File: src/rtl/prog_load_if.sv
// prog_load_if: groups the UART-side input strobe and the assembler/CPU-side
// outputs of the program-load frame controller.
// master: the environment (drives received bytes, observes the controller).
// slave : the frame controller itself.
interface prog_load_if;
   logic [7:0] rx_data;
   logic       rx_vld;
   logic [7:0] byte_out;
   logic       byte_vld;
   logic       asm_clr;
   logic       cpu_rst;
   logic       busy;
   logic       load_done;
   logic [1:0] err_code;
   logic [8:0] words_loaded;

   modport master (
      output rx_data, rx_vld,
      input  byte_out, byte_vld, asm_clr, cpu_rst, busy, load_done,
             err_code, words_loaded
   );

   modport slave (
      input  rx_data, rx_vld,
      output byte_out, byte_vld, asm_clr, cpu_rst, busy, load_done,
             err_code, words_loaded
   );
endinterface

File: src/rtl/prog_load_ctrl.sv
// prog_load_ctrl: parses a framed program download from the UART receiver
// (start byte, word count, payload, optional checksum), forwards payload
// bytes to the byte-to-word assembler, re-aligns the assembler at each new
// frame and holds the processor in reset until a frame completes cleanly.
// Optional feature macro: PROG_LOAD_CHKSUM_EN (adds the checksum byte, the
// CHK state and the XOR accumulator). Undefined, a frame ends after its
// last payload byte.
module prog_load_ctrl #(
   parameter logic [7:0] START_BYTE     = 8'hA5,
   parameter int         TIMEOUT_CYCLES = 1_000_000
) (
   input logic        clk,
   input logic        rst,
   prog_load_if.slave bus
);

   // Idle-gap timer counts 0..TIMEOUT_CYCLES-1; expiry is detected when it
   // sits at its last value and no byte arrives on that edge.
   localparam int TW = (TIMEOUT_CYCLES > 2) ? $clog2(TIMEOUT_CYCLES) : 1;
   localparam logic [TW-1:0] TIMER_LAST = TW'(TIMEOUT_CYCLES - 1);

`ifdef PROG_LOAD_CHKSUM_EN
   typedef enum logic [2:0] {S_IDLE, S_LEN, S_DATA, S_CHK, S_DONE} state_t;
`else
   typedef enum logic [2:0] {S_IDLE, S_LEN, S_DATA, S_DONE} state_t;
`endif

   state_t      state_reg;
   logic [7:0]  byte_out_reg;
   logic        byte_vld_reg;
   logic        asm_clr_reg;
   logic        cpu_rst_reg;
   logic        load_done_reg;
   logic [1:0]  err_code_reg;
   logic [8:0]  words_reg;
   logic [9:0]  byte_cnt_reg;
   logic [9:0]  total_reg;
   logic [TW-1:0] timer_reg;
`ifdef PROG_LOAD_CHKSUM_EN
   logic [7:0]  acc_reg;
`endif

   logic is_start;
   logic last_byte;
   logic timer_expired;

   assign is_start      = bus.rx_vld && (bus.rx_data == START_BYTE);
   assign last_byte     = (byte_cnt_reg + 10'd1) == total_reg;
   assign timer_expired = (timer_reg == TIMER_LAST);

   // Frame sequencer: all outputs are registered here; strobes default low.
   always_ff @(posedge clk or posedge rst) begin
      if (rst) begin
         state_reg     <= S_IDLE;
         byte_out_reg  <= 8'd0;
         byte_vld_reg  <= 1'b0;
         asm_clr_reg   <= 1'b0;
         cpu_rst_reg   <= 1'b1;
         load_done_reg <= 1'b0;
         err_code_reg  <= 2'd0;
         words_reg     <= 9'd0;
         byte_cnt_reg  <= 10'd0;
         total_reg     <= 10'd0;
         timer_reg     <= '0;
`ifdef PROG_LOAD_CHKSUM_EN
         acc_reg       <= 8'd0;
`endif
      end else begin
         byte_vld_reg <= 1'b0;
         asm_clr_reg  <= 1'b0;
         case (state_reg)
            // A start byte (re)opens a frame from IDLE or DONE alike.
            S_IDLE, S_DONE: begin
               if (is_start) begin
                  asm_clr_reg   <= 1'b1;
                  cpu_rst_reg   <= 1'b1;
                  load_done_reg <= 1'b0;
                  err_code_reg  <= 2'd0;
                  words_reg     <= 9'd0;
                  byte_cnt_reg  <= 10'd0;
                  timer_reg     <= '0;
`ifdef PROG_LOAD_CHKSUM_EN
                  acc_reg       <= 8'd0;
`endif
                  state_reg     <= S_LEN;
               end
            end
            S_LEN: begin
               if (bus.rx_vld) begin
                  // Word count 0 encodes 256 words, i.e. 512 bytes.
                  total_reg <= (bus.rx_data == 8'd0) ? 10'd512
                                                     : {1'b0, bus.rx_data, 1'b0};
                  timer_reg <= '0;
                  state_reg <= S_DATA;
               end else if (timer_expired) begin
                  err_code_reg <= 2'd2;
                  cpu_rst_reg  <= 1'b1;
                  state_reg    <= S_IDLE;
               end else begin
                  timer_reg <= timer_reg + 1'b1;
               end
            end
            S_DATA: begin
               if (bus.rx_vld) begin
                  byte_out_reg <= bus.rx_data;
                  byte_vld_reg <= 1'b1;
                  byte_cnt_reg <= byte_cnt_reg + 10'd1;
                  timer_reg    <= '0;
                  // Odd count before increment means this byte completes a word.
                  if (byte_cnt_reg[0])
                     words_reg <= words_reg + 9'd1;
`ifdef PROG_LOAD_CHKSUM_EN
                  acc_reg <= acc_reg ^ bus.rx_data;
                  if (last_byte)
                     state_reg <= S_CHK;
`else
                  if (last_byte) begin
                     load_done_reg <= 1'b1;
                     cpu_rst_reg   <= 1'b0;
                     state_reg     <= S_DONE;
                  end
`endif
               end else if (timer_expired) begin
                  err_code_reg <= 2'd2;
                  cpu_rst_reg  <= 1'b1;
                  state_reg    <= S_IDLE;
               end else begin
                  timer_reg <= timer_reg + 1'b1;
               end
            end
`ifdef PROG_LOAD_CHKSUM_EN
            S_CHK: begin
               if (bus.rx_vld) begin
                  timer_reg <= '0;
                  if (bus.rx_data == acc_reg) begin
                     load_done_reg <= 1'b1;
                     cpu_rst_reg   <= 1'b0;
                     state_reg     <= S_DONE;
                  end else begin
                     err_code_reg <= 2'd1;
                     cpu_rst_reg  <= 1'b1;
                     state_reg    <= S_IDLE;
                  end
               end else if (timer_expired) begin
                  err_code_reg <= 2'd2;
                  cpu_rst_reg  <= 1'b1;
                  state_reg    <= S_IDLE;
               end else begin
                  timer_reg <= timer_reg + 1'b1;
               end
            end
`endif
            default: state_reg <= S_IDLE;
         endcase
      end
   end

   assign bus.byte_out     = byte_out_reg;
   assign bus.byte_vld     = byte_vld_reg;
   assign bus.asm_clr      = asm_clr_reg;
   assign bus.cpu_rst      = cpu_rst_reg;
   assign bus.load_done    = load_done_reg;
   assign bus.err_code     = err_code_reg;
   assign bus.words_loaded = words_reg;
`ifdef PROG_LOAD_CHKSUM_EN
   assign bus.busy = (state_reg == S_LEN) || (state_reg == S_DATA) ||
                     (state_reg == S_CHK);
`else
   assign bus.busy = (state_reg == S_LEN) || (state_reg == S_DATA);
`endif

endmodule
File: src/flat_wrapper.sv
// flat-port wrapper written by rule: the top's interface ports become plain ports
module prog_load_ctrl_flat 
#(
   parameter logic [7:0] START_BYTE     = 8'hA5,
   parameter int         TIMEOUT_CYCLES = 1_000_000
)
  (clk, rst, bus_rx_data, bus_rx_vld, bus_byte_out, bus_byte_vld, bus_asm_clr, bus_cpu_rst, bus_busy, bus_load_done, bus_err_code, bus_words_loaded);
  prog_load_if bus_i ();
  input logic clk;
  input logic rst;
  input wire logic [$bits(bus_i.rx_data)-1:0] bus_rx_data;
  input wire logic [$bits(bus_i.rx_vld)-1:0] bus_rx_vld;
  output wire logic [$bits(bus_i.byte_out)-1:0] bus_byte_out;
  output wire logic [$bits(bus_i.byte_vld)-1:0] bus_byte_vld;
  output wire logic [$bits(bus_i.asm_clr)-1:0] bus_asm_clr;
  output wire logic [$bits(bus_i.cpu_rst)-1:0] bus_cpu_rst;
  output wire logic [$bits(bus_i.busy)-1:0] bus_busy;
  output wire logic [$bits(bus_i.load_done)-1:0] bus_load_done;
  output wire logic [$bits(bus_i.err_code)-1:0] bus_err_code;
  output wire logic [$bits(bus_i.words_loaded)-1:0] bus_words_loaded;
  assign bus_i.rx_data = bus_rx_data;
  assign bus_i.rx_vld = bus_rx_vld;
  assign bus_byte_out = bus_i.byte_out;
  assign bus_byte_vld = bus_i.byte_vld;
  assign bus_asm_clr = bus_i.asm_clr;
  assign bus_cpu_rst = bus_i.cpu_rst;
  assign bus_busy = bus_i.busy;
  assign bus_load_done = bus_i.load_done;
  assign bus_err_code = bus_i.err_code;
  assign bus_words_loaded = bus_i.words_loaded;
  prog_load_ctrl #(.START_BYTE(START_BYTE), .TIMEOUT_CYCLES(TIMEOUT_CYCLES)) u_core (.clk(clk), .rst(rst), .bus(bus_i));
endmodule
File: config.mk
export PLATFORM = sky130hd
export DESIGN_NAME = prog_load_ctrl_flat
export DESIGN_NICKNAME = d
export VERILOG_FILES = /design/src/rtl/prog_load_if.sv /design/src/rtl/prog_load_ctrl.sv /design/src/flat_wrapper.sv
export SDC_FILE = /design/constraint.sdc
export NUM_CORES = 1
export LEC_CHECK = 0
export CORE_ASPECT_RATIO = 2
export CORE_MARGIN = 2
export CORE_UTILIZATION = 47
export DETAILED_ROUTE_END_ITERATION = 6
export PLACE_DENSITY = 0.68
export SYNTH_ARGS = -nofsm -noshare
export SYNTH_HDL_FRONTEND = slang
export SYNTH_SLANG_ARGS = --single-unit
File: constraint.sdc
create_clock -name clk -period 2.5 [get_ports clk]
set_input_delay 0.5 -clock clk [delete_from_list [all_inputs] [get_ports clk]]
set_output_delay 0.5 -clock clk [all_outputs]
set_load 0.02 [all_outputs]
; ---- Word-level counts from Yosys, hierarchy flattened
; Cells that the tools add are included.
[word_totals]
register_bits = 66
input_bits = 11
out_inout_bits = 24
wordCells = 83
[op_classes]
n_addsub = 3
eq_ne = 15
muxes = 36
n_reduce_logical = 18
[ops]
columns = op, n
row1 = two-way mux 20 bit, 3
row2 = one-hot mux 20 bit (2 select lines), 1
row3 = two-way mux 10 bit, 3
row4 = two-way mux 9 bit, 3
row5 = "adder 20 x 1 -> 20 bit, second input constant", 1
row6 = "equality test 20 bit, second input constant", 1
row7 = one-hot mux 10 bit (2 select lines), 1
row8 = one-hot mux 9 bit (2 select lines), 1
row9 = AND reduction 4 bit, 4
row10 = two-way mux 3 bit, 5
row11 = two-way mux 1 bit, 12
row12 = "adder 10 x 1 -> 10 bit, second input constant", 1
row13 = equality test 10 bit, 1
row14 = "adder 9 x 1 -> 9 bit, second input constant", 1
row15 = one-hot mux 3 bit (3 select lines), 1
row16 = "equality test 8 bit, second input constant", 1
row17 = logical NOT 8 bit, 1
row18 = "!= test 2 x 1 -> 1 bit, second input constant", 4
row19 = "equality test 3 x 2 -> 1 bit, second input constant", 2
row20 = two-way mux 2 bit, 3
row21 = "!= test 2 bit, second input constant", 3
row22 = AND reduction 2 bit, 3
row23 = AND reduction 3 bit, 2
row24 = one-hot mux 2 bit (2 select lines), 1
row25 = 11 further kinds, 13

; ---- Logic depth before layout (Yosys ltp)
; Gate-level depths: netlist (run 1).
[depth]
word_depth = 5
ltp_mapped = 9
ltp_nobuf = 7

; ---- Worst setup path after synthesis (run 1)
; Ideal clock, no wire load.
[synth_timing]
kind = in2reg
start = input port bus_rx_data[1]
end = register u_core.timer_reg[18]
setup_ns = 0.080
t_arrival_ns = 2.078
required_ns = 2.420
setup_slack_ns = 0.343
cell_stages = 6
n_path_buf = 0
cell_sequence = nor4_4 a41oi_2 a311oi_4 nand3_4 or3_1 a21oi_1
[synth_via]
elab_chain_cells = 4
[synth_rtl]
columns = item, line
row1 = start: declaration, flat_wrapper.sv:11  ; input wire logic [$bits(bus_i.rx_data)-1:0] bus_rx_data;
row2 = equality test 8 bit, prog_load_ctrl.sv:47  ; assign is_start = bus.rx_vld && (bus.rx_data == START_BYTE);
row3 = logical AND 1 bit, prog_load_ctrl.sv:47
row4 = != test 2 x 1 -> 1 bit (no source line), n/a
row5 = AND reduction 3 bit (no source line), n/a
row6 = end signal: assignment, prog_load_ctrl.sv:100  ; timer_reg <= timer_reg + 1'b1;
row7 = end signal: assignment, prog_load_ctrl.sv:128  ; timer_reg <= timer_reg + 1'b1;
row8 = end: declaration, prog_load_ctrl.sv:38  ; logic [TW-1:0] timer_reg;
; Every way passes these cells.
; A chain may end at the register's enable or synchronous reset.

; ---- Worst setup path in the final report (run 1)
[layout_timing]
start = register u_core.state_reg[1]
end = output port bus_busy
[layout_via]
elab_chain_cells = 2
elab_cells_between_ends = 3
cone_classes = 2 x eq/ne / 1 x reduce/logical
[layout_rtl]
columns = item, line
row1 = start: declaration, prog_load_ctrl.sv:28  ; state_t state_reg;
row2 = start signal: assignment, prog_load_ctrl.sv:54  ; state_reg <= S_IDLE;
row3 = start signal: assignment, prog_load_ctrl.sv:85  ; state_reg <= S_LEN;
row4 = start signal: assignment, prog_load_ctrl.sv:94  ; state_reg <= S_DATA;
row5 = equality test 3 x 1 -> 1 bit / equality test 3 x 2 -> 1 bit (equally long branches), prog_load_ctrl.sv:169  ; assign bus.busy = (state_reg == S_LEN) || (state_reg == S_DATA);
row6 = logical OR 1 bit (*), prog_load_ctrl.sv:169
row7 = end: declaration, flat_wrapper.sv:17  ; output wire logic [$bits(bus_i.busy)-1:0] bus_busy;
; Mark *: on every way between the ends. The rest lies on a longest branch, timed or not.

==> summary.md, run 1 <==
| Metric | Value |
|---|---|
| CTS H-Tree Depth | `3` |
| Yosys cell types | `54` |
| Starting Density | `0.480` |
| CP Capture Type | `primary output` |
| Pwr dens | `534 nW/µm²` |
| Sequential share of the synthesized area | `0.463` |
| Clk_lat worst skew | `0.33 ns` |
| Int Pwr | `1.80 mW` |
| Final Instance Count excl. Fillers | `528` |
| Leak pwr | `1.96 nW` |
| Post-synthesis adder-cell area fraction | `0.0108` |
| CTS tree | `built` |
| Share of cells above drive strength 1 | `0.163` |
| Main combinational cell family by area after synthesis | `simple AND/OR/NAND/NOR gates` |
| Vias in the first global route | `2959` |
| Dominant register cell in the synthesized netlist | `dfrtp_1` |
| DR iter-0 viols | `158` |
| I/O pins | `35` |
| Postcts setup bufs | `0` |
| Setup CP Type | `reg -> out` |
| Clock buffer count from CTS | `9` |
| TritonCTS Sinks | `64` |
| Post-cts sizing count | `0` |
| Max Cap Viol | `0` |
| Count of final setup violators | `0` |
| Via-to-Cell Ratio | `5.47` |
| Simple-Gate Fraction of Synth Area | `0.260` |
| Syn Area/Cell | `9.30 µm²` |
| Data required time at the worst endpoint | `2.00 ns` |
| Synth area leader | `dfrtp_1` |
| Post-route antenna net violation count | `0` |
| IO buf count | `33` |
| DP Cell Count | `512` |
| First-pass GRT wire length | `14300 µm` |
| Critical path fanouts, max | `9` |
| Placer Congestion | `0.906` |
| Synth Instances | `372` |
| Most common cell in the synthesized netlist | `dfrtp_1` |
| Logic pwr share | `0.058` |
| Worst r2r src | `u_core.byte_cnt_reg[1]` |
| Ys Warns | `0` |
| Post-DP HPWL | `6250 µm` |
| Rows | `44` |
| Max rail drop VDD | `0.627 mV` |
| Top cells by area, synth | `dfrtp_1 46%, xor2_1 6.6%, nand2_1 6.4%` |
| Clock Tree Root | `clkbuf_16` |
| Hold wc startpoint | `u_core.bus.byte_out[0]` |
| Synthesized cell area | `3460 µm²` |
| Average wire per standard cell | `15.6 µm` |
| DIE WIDTH | `64.7 µm` |
| Via count | `2889` |
| EDFF count, synth | `0` |
| Final hold violations | `0` |
| Synth Area in Compound Gates | `0.106` |
| Sw frac | `0.222` |
| Seq cells post-synth | `64` |
| Final Max Tran Viols | `0` |
| Multiplexer share of the synthesized area | `0.0351` |
| Arr. time, crit path | `1.88 ns` |
| Critical path launch point type | `flip-flop` |
| Clk_skew | `0.00557 ns` |
| Reg power frac | `0.461` |
| Period utilization | `0.954` |
| Yosys top cell area share | `0.456` |
| Nets | `445` |
| Die Y | `125 µm` |
| Fraction of registers with async set/reset | `1.00` |
| Hold Slack | `0.474 ns` |
| Global route overflow | `0` |
| Die area | `8100 µm²` |
| Setup crit start | `u_core.state_reg[1]` |
| Highest Clock Rate | `0.419 GHz` |
| Clk slew on worst S/H paths | `0.05 ns` |
| Total track usage | `0.229` |
| Initial antenna violation count | `0` |
| Remaining DRCs | `0` |
| Clock Power Share | `0.481` |
| Final min period | `2.38 ns` |
| Post-detailed-routing wire length | `8250 µm` |
| Post-Synth XOR/XNOR Area | `0.0832` |
| Outcome | `completed` |
| Top cells by count, synth | `63 x dfrtp_1, 59 x nand2_1, 36 x nor2_1, 26 x xor2_1, 20 x o21ai_0` |
| First-pass DRT Iterations | `4` |
| Hold buffers post-CTS | `0` |
| Hold WC Path Type | `reg -> reg` |
| Layout area overhead | `25.6%` |
| Largest register FFs | `20` |
| Largest net degree at the start of global routing | `31` |
| ANT cells | `0` |
| Core box area | `7210 µm²` |
| Clk buf depth | `2` |
| RSZ-0062 raised after global routing | `false` |
| Switch Pwr | `0.515 mW` |
[cells in the final DEF (no fill, tap or decap), drive strengths merged, types with 2 or more instances in the layout]
cell / synthesis / routed
a31oi: 2 / 2
nand2b: 7 / 7
o31ai: 5 / 5
or3: 5 / 5
nand4: 14 / 14
clkbuf: 17 / 12
xor2: 26 / 26
mux2i: 2 / 2
conb: 1 / 2
dfrtp: 63 / 63
nand2: 59 / 59
o22ai: 4 / 4
inv: 7 / 7
nor3: 7 / 7
nand4b: 2 / 2
nand3: 19 / 19
nor2b: 3 / 3
nor2: 36 / 36
o21ai: 21 / 21
o32ai: 2 / 2
mux2: 9 / 9
xnor2: 6 / 6
ha: 3 / 3
clkinv: 0 / 4
nor3b: 2 / 2
nor4: 7 / 7
clkdlybuf4s50: 0 / 33
buf: 5 / 36
a21oi: 11 / 11
and3: 5 / 5
and2: 7 / 7
[per-layer routing]
metal  track usage  wire (µm)  vias up
li1              -          -     1406
met1         0.255       3170     1428
met2         0.418       4710       40
met3        0.0333        148       15
met4         0.106        227        0
met5             0          0        -
[per-stage QoR]
stage / TNS [ns] / util / power (mW) / instance area [µm²] / setup WS, ns
finish: 0 / 0.602 / 2.32 / 4340 / 0.116
global route: 0 / 0.602 / 2.40 / 4340 / 0.0294
CTS: 0 / 0.602 / 2.34 / 4340 / 0.114
detailed placement: -2.72 / 0.565 / 1.22 / 4080 / -0.197
global placement: -2.23 / 0.565 / 1.22 / 4080 / -0.170
floorplan: 0 / - / 1.15 / 3460 / 0.343
[logic make-up (layout without fill, tap and decap cells)]
family	Yosys count	count (layout)
and+or+nand+nor	177	177
AOI/OAI and AO/OA	55	55
xor gates and xnor gates	32	32
adders and majority gates	3	3
DFF	64	64
other	1	2
buffers and inverters	29	92
muxes	11	11
[final timing paths]
kind,depth (start not counted),slack [ns],end
max,3,0.12,bus_busy
min,2,0.47,u_core.bus.byte_out[0]
max reg2reg,8,0.26,u_core.bus.load_done
min reg2reg,2,0.47,u_core.bus.byte_out[0]
max in group asynchronous,3,1.48,u_core.bus.byte_out[3]
min in group asynchronous,2,0.48,u_core.total_reg[3]
[power by group through the flow]
| stage | combinational, mW | clock (mW) | sequential (mW) |
|---|---|---|---|
| 2_1_floorplan | 0.0631 | 0 | 1.09 |
| 3_3_place_gp | 0.135 | 0 | 1.09 |
| 3_5_place_dp | 0.137 | 0 | 1.09 |
| 4_1_cts | 0.137 | 1.13 | 1.07 |
| 5_1_grt | 0.149 | 1.18 | 1.07 |
| 6_report | 0.134 | 1.12 | 1.07 |
[cell type report]
cell class / instances / area, µm²
clock buffers: 12 / 246
clock inverters: 4 / 20.0
fillers: 636 / 2870
inverters: 7 / 26.3
multi-input cells: 280 / 1720
flip-flops and latches: 64 / 1600
well taps: 92 / 115
repair buffers: 69 / 613
[worst max-delay path, stage by stage, from the launching register on]
cell,delay (ns)
dfrtp_1,0.50
xnor2_2,0.22
nor2_1,0.20
clkdlybuf4s50_1,0.64
(Power assumes the default switching activity.)
==> inputs of run 2 (changes only) <==
--- a/config.mk
+++ b/config.mk
@@ -10,6 +10,7 @@
 export CORE_UTILIZATION = 47
 export DETAILED_ROUTE_END_ITERATION = 6
 export PLACE_DENSITY = 0.68
+export SKIP_LAST_GASP = 1
 export SYNTH_ARGS = -nofsm -noshare
 export SYNTH_HDL_FRONTEND = slang
 export SYNTH_SLANG_ARGS = --single-unit
==> results of run 2 <==
The final DEF is identical to that of run 1; final timing and power are the same.
